===== src/rtl/deserializer_pingpong_pkg.sv =====
// Shared types and helpers for the ping-pong deserializer.
// eff_len maps the runtime length request onto a legal frame length.
package deserializer_pingpong_pkg;

  typedef enum logic {
    BANK_EMPTY = 1'b0,
    BANK_FULL  = 1'b1
  } bank_state_e;

  // A length of 0 or one larger than the bank means "use the whole bank".
  function automatic int eff_len(input int cfg_len, input int n_samples);
    return (cfg_len == 0 || cfg_len > n_samples) ? n_samples : cfg_len;
  endfunction

endpackage


===== src/rtl/deserializer_pingpong_if.sv =====
// Word-stream input and frame output of the deserializer.
// The slave modport is the deserializer's view; master is the environment's view.
interface deserializer_pingpong_if #(
  parameter int N_SAMPLES = 8,
  parameter int BIT_WIDTH = 32
);
  localparam int LW = $clog2(N_SAMPLES + 1);

  logic [LW-1:0]                       cfg_len;
  logic                                recv_val;
  logic                                recv_rdy;
  logic [BIT_WIDTH-1:0]                recv_msg;
  logic                                recv_last;
  logic                                send_val;
  logic                                send_rdy;
  logic [N_SAMPLES-1:0][BIT_WIDTH-1:0] send_msg;
  logic [LW-1:0]                       send_len;
  logic [N_SAMPLES-1:0]                send_mask;

  modport slave (
    input  cfg_len, recv_val, recv_msg, recv_last, send_rdy,
    output recv_rdy, send_val, send_msg, send_len, send_mask
  );

  modport master (
    output cfg_len, recv_val, recv_msg, recv_last, send_rdy,
    input  recv_rdy, send_val, send_msg, send_len, send_mask
  );

endinterface


===== src/rtl/deserializer_pingpong_bank.sv =====
// One frame buffer: collects words into slots 0.. until the frame completes, then holds it.
// state | meaning: BANK_EMPTY | filling (count words stored) ; BANK_FULL | frame held until drain
module deserializer_pingpong_bank
  import deserializer_pingpong_pkg::*;
#(
  parameter int N_SAMPLES = 8,
  parameter int BIT_WIDTH = 32,
  parameter int LW        = $clog2(N_SAMPLES + 1)
) (
  input  logic                                clk,
  input  logic                                rst_n,
  input  logic                                wr_en_i,
  input  logic                                last_i,
  input  logic [LW-1:0]                       cfg_len_i,
  input  logic [BIT_WIDTH-1:0]                msg_i,
  input  logic                                drain_i,
  output logic                                full_o,
  output logic                                done_o,
  output logic [N_SAMPLES-1:0][BIT_WIDTH-1:0] data_o,
  output logic [LW-1:0]                       len_o
);

  bank_state_e                         state_q, state_d;
  logic [LW-1:0]                       count_q, count_d;
  logic [LW-1:0]                       len_q, len_d;
  logic [N_SAMPLES-1:0][BIT_WIDTH-1:0] data_q, data_d;
  logic [LW-1:0]                       tgt_len;
  logic [LW-1:0]                       count_inc;

  always_ff @(posedge clk or negedge rst_n) begin
    if (!rst_n) begin
      state_q <= BANK_EMPTY;
      count_q <= '0;
      len_q   <= '0;
      data_q  <= '0;
    end else begin
      state_q <= state_d;
      count_q <= count_d;
      len_q   <= len_d;
      data_q  <= data_d;
    end
  end

  always_comb begin
    state_d   = state_q;
    count_d   = count_q;
    len_d     = len_q;
    data_d    = data_q;
    // cfg_len only matters on the first word; afterwards the latched length rules.
    tgt_len   = (count_q == '0) ? LW'(eff_len(int'(cfg_len_i), N_SAMPLES)) : len_q;
    count_inc = count_q + LW'(1);
    done_o    = wr_en_i && (last_i || count_inc == tgt_len);
    if (wr_en_i) begin
      for (int i = 0; i < N_SAMPLES; i++) begin
        if (count_q == LW'(i)) data_d[i] = msg_i;
      end
      count_d = count_inc;
      len_d   = tgt_len;
      if (done_o) begin
        state_d = BANK_FULL;
        len_d   = count_inc;
        count_d = '0;
      end
    end
    if (drain_i) state_d = BANK_EMPTY;
  end

  assign full_o = (state_q == BANK_FULL);
  assign data_o = data_q;
  assign len_o  = len_q;

endmodule


===== src/rtl/deserializer_pingpong.sv =====
// Double-buffered deserializer: one bank fills while the other is presented on send_msg.
// Top holds the fill/present selectors, the handshakes and the output masking.
module deserializer_pingpong
  import deserializer_pingpong_pkg::*;
#(
  parameter int N_SAMPLES = 8,
  parameter int BIT_WIDTH = 32
) (
  input  logic                    clk,
  input  logic                    reset,
  deserializer_pingpong_if.slave  bus
);

  localparam int LW = $clog2(N_SAMPLES + 1);

  logic                                wr_sel_q, wr_sel_d;
  logic                                rd_sel_q, rd_sel_d;
  logic                                accept, pop;
  logic                                wr_en [2];
  logic                                drain [2];
  logic                                full  [2];
  logic                                done  [2];
  logic [LW-1:0]                       len   [2];
  logic [N_SAMPLES-1:0][BIT_WIDTH-1:0] data  [2];

  for (genvar b = 0; b < 2; b++) begin : g_bank
    deserializer_pingpong_bank #(
      .N_SAMPLES (N_SAMPLES),
      .BIT_WIDTH (BIT_WIDTH),
      .LW        (LW)
    ) u_bank (
      .clk       (clk),
      .rst_n     (reset),
      .wr_en_i   (wr_en[b]),
      .last_i    (bus.recv_last),
      .cfg_len_i (bus.cfg_len),
      .msg_i     (bus.recv_msg),
      .drain_i   (drain[b]),
      .full_o    (full[b]),
      .done_o    (done[b]),
      .data_o    (data[b]),
      .len_o     (len[b])
    );
  end

  always_ff @(posedge clk or negedge reset) begin
    if (!reset) begin
      wr_sel_q <= 1'b0;
      rd_sel_q <= 1'b0;
    end else begin
      wr_sel_q <= wr_sel_d;
      rd_sel_q <= rd_sel_d;
    end
  end

  always_comb begin
    bus.recv_rdy = reset && !full[wr_sel_q];
    bus.send_val = full[rd_sel_q];
    accept       = bus.recv_val && bus.recv_rdy;
    pop          = bus.send_val && bus.send_rdy;
    wr_en[0]     = accept && !wr_sel_q;
    wr_en[1]     = accept &&  wr_sel_q;
    drain[0]     = pop && !rd_sel_q;
    drain[1]     = pop &&  rd_sel_q;
    wr_sel_d     = wr_sel_q ^ (done[0] || done[1]);
    rd_sel_d     = rd_sel_q ^ pop;
  end

  // Slots beyond the frame length are forced to zero so stale words never leak out.
  always_comb begin
    bus.send_len  = len[rd_sel_q];
    bus.send_mask = '0;
    bus.send_msg  = '0;
    for (int i = 0; i < N_SAMPLES; i++) begin
      bus.send_mask[i] = (LW'(i) < len[rd_sel_q]);
      if (bus.send_mask[i]) bus.send_msg[i] = data[rd_sel_q][i];
    end
  end

endmodule


===== src/flat_wrapper.sv =====
// flat-port wrapper written by rule: the top's interface ports become plain ports
module deserializer_pingpong_flat import deserializer_pingpong_pkg::*;
#(
  parameter int N_SAMPLES = 8,
  parameter int BIT_WIDTH = 32
)
  (clk, reset, bus_cfg_len, bus_recv_val, bus_recv_msg, bus_recv_last, bus_send_rdy, bus_recv_rdy, bus_send_val, bus_send_msg, bus_send_len, bus_send_mask);
  deserializer_pingpong_if #(.N_SAMPLES(N_SAMPLES), .BIT_WIDTH(BIT_WIDTH)) bus_i ();
  input  logic clk;
  input  logic reset;
  input wire logic [$bits(bus_i.cfg_len)-1:0] bus_cfg_len;
  input wire logic [$bits(bus_i.recv_val)-1:0] bus_recv_val;
  input wire logic [$bits(bus_i.recv_msg)-1:0] bus_recv_msg;
  input wire logic [$bits(bus_i.recv_last)-1:0] bus_recv_last;
  input wire logic [$bits(bus_i.send_rdy)-1:0] bus_send_rdy;
  output wire logic [$bits(bus_i.recv_rdy)-1:0] bus_recv_rdy;
  output wire logic [$bits(bus_i.send_val)-1:0] bus_send_val;
  output wire logic [$bits(bus_i.send_msg)-1:0] bus_send_msg;
  output wire logic [$bits(bus_i.send_len)-1:0] bus_send_len;
  output wire logic [$bits(bus_i.send_mask)-1:0] bus_send_mask;
  assign bus_i.cfg_len = bus_cfg_len;
  assign bus_i.recv_val = bus_recv_val;
  assign bus_i.recv_msg = bus_recv_msg;
  assign bus_i.recv_last = bus_recv_last;
  assign bus_i.send_rdy = bus_send_rdy;
  assign bus_recv_rdy = bus_i.recv_rdy;
  assign bus_send_val = bus_i.send_val;
  assign bus_send_msg = bus_i.send_msg;
  assign bus_send_len = bus_i.send_len;
  assign bus_send_mask = bus_i.send_mask;
  deserializer_pingpong #(.N_SAMPLES(N_SAMPLES), .BIT_WIDTH(BIT_WIDTH)) u_core (.clk(clk), .reset(reset), .bus(bus_i));
endmodule

===== config.mk =====
export PLATFORM = sky130hd
export DESIGN_NAME = deserializer_pingpong_flat
export DESIGN_NICKNAME = d
export VERILOG_FILES = /design/src/rtl/deserializer_pingpong_pkg.sv /design/src/rtl/deserializer_pingpong_if.sv /design/src/rtl/deserializer_pingpong_bank.sv /design/src/rtl/deserializer_pingpong.sv /design/src/flat_wrapper.sv
export SDC_FILE = /design/constraint.sdc
export NUM_CORES = 1
export LEC_CHECK = 0
export ABC_AREA = 1
export CAP_MARGIN = 20
export CORE_MARGIN = 1.5
export CORE_UTILIZATION = 31
export DETAILED_ROUTE_END_ITERATION = 8
export HOLD_SLACK_MARGIN = 0.02
export PLACE_DENSITY = 0.48
export SLEW_MARGIN = 20
export SYNTH_ARGS = -nofsm -noshare
export SYNTH_HDL_FRONTEND = slang
export SYNTH_SLANG_ARGS = --single-unit

===== constraint.sdc =====
create_clock -name clk -period 3.18 [get_ports clk]
set_clock_uncertainty 0.2 [all_clocks]
set_input_delay 0.636 -clock clk [delete_from_list [all_inputs] [get_ports clk]]
set_output_delay 0.636 -clock clk [all_outputs]
set_load 0.01 [all_outputs]

==> results of run 1 <==
## synth_stat cells, drive strengths merged, types with 3 or more instances
cell / number / area share, %
o21ai: 524 / 12
nand2: 1236 / 19
clkbuf: 119 / 1.9
dfrtp: 532 / 55
nor2: 17 / 0.51
nand3: 35 / 1.1
a21oi: 195 / 4.0
buf: 95 / 3.2
xor2: 3 / 0.11
ha: 10 / 0.51
nand4: 12 / 0.67
o22ai: 5 / 0.13
inv: 135 / 2.1
## power groups by stage
| stage | Combinational (mW) | Sequential (mW) | Clock, mW |
|---|---|---|---|
| global route | 20.6 | 10.7 | 7.87 |
| CTS | 18.5 | 10.4 | 7.59 |
| floorplan | 6.92 | 10.1 | 0 |
| finish | 19.3 | 10.5 | 7.44 |
| global placement | 12.9 | 10.5 | 0 |
| detailed placement | 13.0 | 10.5 | 0 |
## registers in the layout, indices dropped and copies added (netlist names)
name and count:
u_core.g_bank.u_bank.count_q 8, u_core.g_bank.u_bank.data_o 512, u_core.g_bank.u_bank.full_o 2, u_core.g_bank.u_bank.len_o 8, u_core.rd_sel_q 1, u_core.wr_sel_q 1
## through the flow
step                      cells  util [%]  TNS, ns  area (µm²)  hold WS (ns)
after floorplan            2924         -        0       24390        0.1404
after global placement     4129     36.51   -5.457       28380        0.2634
after detailed placement   4129     36.51   -5.769       28380        0.2673
after CTS                  4348     41.79   -52.27       32480        0.2819
after global routing       4367     42.32   -69.86       32900        0.2944
final                      4367     42.32   -45.09       32900        0.2801
## worst reg2reg max path, delay by kind of cell (launching register included)
| kind | cells | cell delay [ns] |
|---|---|---|
| AND/OR/NAND/NOR | 10 | 1.15 |
| adder cells (fa/ha/maj) | 1 | 0.28 |
| flip-flops | 1 | 0.49 |
| buffers and inverters | 2 | 0.29 |
| AO/OA/AOI/OAI | 1 | 0.13 |
## per-layer routing
layer	wire, µm	up-vias
li1	-	10100
met1	43010	10860
met2	45070	682
met3	4772	130
met4	2507	0
met5	0	-
## cell families after synthesis
family,synth area share [%]
compound gates,16.08
xor+xnor,0.1078
fa+ha+maj,0.5131
buf+inv,7.121
flops,54.59
simple gates,21.58
## what timing repair did
action | in CTS | in global routing
gates resized for setup | 1076 | 172
pin swaps | 5 | 6
endpoints found under the setup margin | 265 | 264
endpoints found under the hold margin | 103 | 0
buffers inserted | 86 | 21
hold buffers | 1 | 0
gates cloned | 22 | 3
## final timing paths
kind | startpoint | to | slack, ns | cells past startpoint
worst min-delay path | u_core.g_bank[1].u_bank.data_o[139] | u_core.g_bank[1].u_bank.data_o[139] | 0.28 | 2
worst max-delay path | u_core.rd_sel_q | bus_send_msg[3] | -0.37 | 14
max in group asynchronous | reset | u_core.g_bank[1].u_bank.data_o[103] | 0.82 | 4
min in group asynchronous | reset | u_core.g_bank[0].u_bank.data_o[154] | 0.42 | 3
worst max register to register | u_core.g_bank[0].u_bank.count_q[0] | u_core.g_bank[0].u_bank.len_o[2] | 0.60 | 14
worst min register to register | u_core.g_bank[1].u_bank.data_o[139] | u_core.g_bank[1].u_bank.data_o[139] | 0.28 | 2
## cell type report
type                            count  area, µm²  area share, %
Clock inverter                     32      405.4          1.232
Clock buffer                       80       1717          5.219
Multi-Input combinational cell   2043      10350          31.46
Tap cell                         1040       1301          3.956
Inverter                          135      531.8          1.617
Timing Repair Buffer              505       5275          16.04
Sequential cell                   532      13320          40.48
==> results_dict.tcl, run 1 <==
set metrics [dict create \
    ys_seq_elements 532 \
    first_pass_iters 6 \
    htree_levels 2 \
    cp_slowest_cell "dfrtp_4" \
    async_reset_ff_share_pct 100.0 \
    grt.met1_usage_pct 31.97 \
    die-area_um2 80360 \
    num_vias 21770 \
    grt_max_degree 157 \
    finalHoldViolCount 0 \
    wl_per_cell_um 21.83 \
    clockPowerShare_pct 20.0 \
    critPathKind "reg -> out" \
    netlist_area_um2 24390 \
    vias_per_cell 4.985 \
    powerDensity_nw_per_um2 1132 \
    max_stage_delay_ns 0.53 \
    numPortBuffers 310 \
    synth.avg_cell_area_um2 8.340 \
    ys_seq_area_share_pct 54.59 \
    clockBufferDepth 3 \
    fin_crit_sh_pct 111.7 \
    drcViolationCount 0 \
    areaGrowthSynthToFinish_pct 34.89 \
    path_common_cell "buf_12" \
    violations "setup timing" \
    arrival_ns 2.71 \
    yosys_warnings 0 \
    combinationalPowerShare_pct 51.9 \
    fin_nets 3328 \
    worst_slew_pin_slew_ns 0.9898 \
    nFillCells 7648 \
    peakVddDrop_uv 643.8 \
    cpLargestDelayFamily "buffers and inverters" \
    switching_share_pct 40.70 \
    fin_ws_ns -0.3706 \
    switchingPower_mw 15.16 \
    cts_tree "built" \
    clk_pin_slew_worst_paths_ns 0.06 \
    slew-limit-headroom_pct 34.01 \
    dr.first_iter.drc_count 1762 \
    clkLatencyLatePin_ns 0.62 \
    grt-busiest-layer "met2" \
    diodes 0 \
    initial_utilization_pct 31.38 \
    grt_pass1_wl_um 141600 \
    grt_pass1_vias 21430 \
    max_freq_mhz 281.6 \
    cp_max_fo 6 \
    hold_class "reg -> reg" \
    maxSlewViolCount 0 \
    cell_internal_pwr_mw 22.09 \
    syn-instance-count 2924 \
    p_leak_nw 15.57 \
    pre_cts_slack_ns -0.2329 \
    p_seq_share_pct 28.2 \
    start_kind "register" \
    place_congestion 0.8326 \
    synth_ff_type "dfrtp_1" \
    syn_nets 2975 \
    clkSinkCount 532 \
    top_level_ports 311 \
    layout_commonest_cell "nand2_1" \
    overflow 0 \
    place_hpwl_um 53330 \
    cts_made_buffers 60 \
    power_mw 37.25 \
    end_kind "output port" \
    setup_viol 245 \
    outcome "finished with violations" \
    use_met3_pct 3.537 \
    synth_cell_types 36 \
    grt_use_met2_pct 37.89 \
    rows 102 \
    grt_usage_pct 23.20 \
    path_cells "buf_12, o21ai_4, inv_4, nor2_4, inv_2, nor2_4, inv_6, nor2_4, buf_12, buf_12, buf_12, buf_4, a21oi_2, buf_2" \
    cts-root-buf "clkbuf_16" \
    antenna_found_initial 2 \
    rsz0062_at_grt "true" \
    core_um2 77720 \
    die_w_um 283.5 \
    required_ns 2.34 \
    ant_nets 0 \
    most-common-layout-cells "nand2_1 (1214), dfrtp_1 (531), o21ai_0 (291)" \
    synth_edf_count 0 \
    crit_buf_inv 9 \
    die-height_um 283.5 \
    drt-total-wl_um 95350 \
    drv_cap 0 \
    drive_gt1_share_pct 24.50 \
    fin_crit_ns 3.551 \
]
(Power assumes the default switching activity.)
==> inputs of run 2 (changes only) <==
--- a/constraint.sdc
+++ b/constraint.sdc
@@ -3,3 +3,3 @@
 set_input_delay 0.636 -clock clk [delete_from_list [all_inputs] [get_ports clk]]
 set_output_delay 0.636 -clock clk [all_outputs]
-set_load 0.01 [all_outputs]
+set_load 0.1 [all_outputs]
==> run 2 against run 1 <==
The flow still finishes with violations (setup timing). Global-route usage is 0.78 points lower. First-iteration DRC count fell by 2.0%. Sequential share of layout area shrank 4.0 points. Critical path depth fell by 3. Critical endpoint is now bus_send_msg[82]. Highest routed layer unchanged.
==> results_dict.tcl, run 2 (synthesis results as in run 1) <==
set metrics [dict create \
    holdPathStages 2 \
    post-route-util_pct 47.02 \
    overflow 0 \
    fin_nets 3254 \
    largest_reg_flops 512 \
    place_hpwl_um 53800 \
    ant_nets 0 \
    wl_per_cell_um 21.33 \
    grt_pass1_wl_um 137700 \
    r2r-start "u_core.wr_sel_q" \
    cts_tree "built" \
    numPortBuffers 310 \
    core_um2 77720 \
    htree_levels 2 \
    clk_pin_slew_worst_paths_ns 0.06 \
    instances_no_fill 4294 \
    rsz0062_at_grt "true" \
    most-common-layout-cells "nand2_1 (1211), dfrtp_1 (531), buf_12 (297)" \
    drt-total-wl_um 91580 \
    areaGrowthSynthToFinish_pct 49.85 \
    fin_ws_ns -0.2608 \
    grt_pass1_vias 21340 \
    diodes 0 \
    clockBufferDepth 3 \
    fin_crit_sh_pct 108.2 \
    initial_utilization_pct 31.38 \
    end_kind "output port" \
    worst_slew_pin_slew_ns 1.023 \
    finalHoldViolCount 0 \
    vias_per_cell 4.940 \
    rrSetupSlack_ns 0.62 \
    hold-path-endpoint "u_core.g_bank[1].u_bank.data_o[241]" \
    cts_made_buffers 61 \
    path_common_cell "buf_6" \
    max_freq_mhz 290.6 \
    crit_buf_inv 7 \
    r2r-end "u_core.g_bank[0].u_bank.data_o[80]" \
    antenna_found_initial 0 \
    first_pass_iters 5 \
    violations "setup timing" \
    critPathKind "reg -> out" \
    slew-limit-headroom_pct 31.79 \
    die-height_um 283.5 \
    setup_viol 216 \
    cp_slowest_cell "dfrtp_4" \
    layout_commonest_cell "nand2_1" \
    start_kind "register" \
    drv_cap 0 \
    arrival_ns 2.60 \
    r2r_cells 9 \
    clkSinkCount 532 \
    num_vias 21210 \
    maxSlewViolCount 0 \
    rows 102 \
    required_ns 2.34 \
    drcViolationCount 0 \
    outcome "finished with violations" \
    die-area_um2 80360 \
    cts-root-buf "clkbuf_16" \
    grt_usage_pct 22.42 \
    max_stage_delay_ns 0.52 \
    nFillCells 7272 \
    place_congestion 0.7859 \
    hold_class "reg -> reg" \
    cp_max_fo 6 \
    top_level_ports 311 \
    drive_gt1_share_pct 26.21 \
    worstHoldStart "u_core.g_bank[1].u_bank.data_o[241]" \
    placedCellCount 4118 \
    path_cells "buf_6, o21ai_4, inv_2, nor2_4, inv_4, buf_6, nor2_4, buf_6, buf_12, a21oi_4, buf_12" \
    cpLargestDelayFamily "buffers and inverters" \
    grt_max_degree 167 \
    clkLatencyLatePin_ns 0.63 \
    die_w_um 283.5 \
    fin_crit_ns 3.441 \
    dr.first_iter.drc_count 1726 \
]
[run 2: area by class of cell]
type	instances	area (µm²)	share of cell area [%]
Sequential cell	532	13320	36.44
Multi-Input combinational cell	2043	11610	31.78
Timing Repair Buffer	430	7604	20.81
Clock buffer	84	1734	4.745
Tap cell	1040	1301	3.561
Inverter	135	591.8	1.619
Clock inverter	30	381.6	1.044
[run 2: how the worst max path moves through the flow]
stage / startpoint / end / depth (start not counted)
2_1_floorplan: u_core.rd_sel_q / bus_send_msg[129] / 10
3_3_place_gp: u_core.rd_sel_q / bus_send_mask[0] / 10
3_5_place_dp: u_core.rd_sel_q / bus_send_msg[148] / 10
4_1_cts: u_core.rd_sel_q / bus_send_msg[15] / 12
5_1_grt: u_core.rd_sel_q / bus_send_msg[82] / 11
6_report: u_core.rd_sel_q / bus_send_msg[82] / 11
[run 2: worst register-to-register path: cells and delay by family, from the launching register on]
kind / cells / cell delay (ns)
flops: 1 / 0.43
compound gates: 2 / 0.27
buf+inv: 1 / 0.33
simple gates: 6 / 1.18
[run 2: through the flow]
stage / TNS, ns / setup WS [ns] / instance area [µm²] / hold slack (ns)
2_1_floorplan: -50.33 / -0.5375 / 26460 / 0.1404
4_1_cts: -44.93 / -0.2791 / 36120 / 0.2825
3_5_place_dp: 0 / 0.1794 / 32970 / 0.2674
3_3_place_gp: 0 / 0.1514 / 32970 / 0.2642
5_1_grt: -54.41 / -0.3608 / 36540 / 0.3004
6_report: -33.22 / -0.2608 / 36540 / 0.2808
[run 2: layer usage]
metal | GRT usage (%) | wire (µm) | vias up
met5 | 0 | 0 | -
met4 | 6.404 | 2198 | 0
met3 | 4.132 | 5190 | 109
met2 | 36.20 | 43270 | 656
met1 | 30.67 | 40920 | 10490
li1 | - | - | 9956
[run 2: timing repair]
action,in CTS,in global routing
endpoints found under the hold margin,127,0
pin swaps,8,6
gates cloned,15,6
resized for setup,92,51
hold buffers,1,0
endpoints found under the setup margin,261,260
buffers inserted,22,18
Power of run 2 is left out: the tool's default activity adds up to more than one toggle a clock period on the data nets, which glitch-free logic cannot reach.
==> inputs of run 3 (changes only) <==
- SLEW_MARGIN: 20 -> 15
==> results of run 3 <==
No change in the layout: final DEF, timing and power equal those of run 2.
Power of run 3 is left out for the same reason.
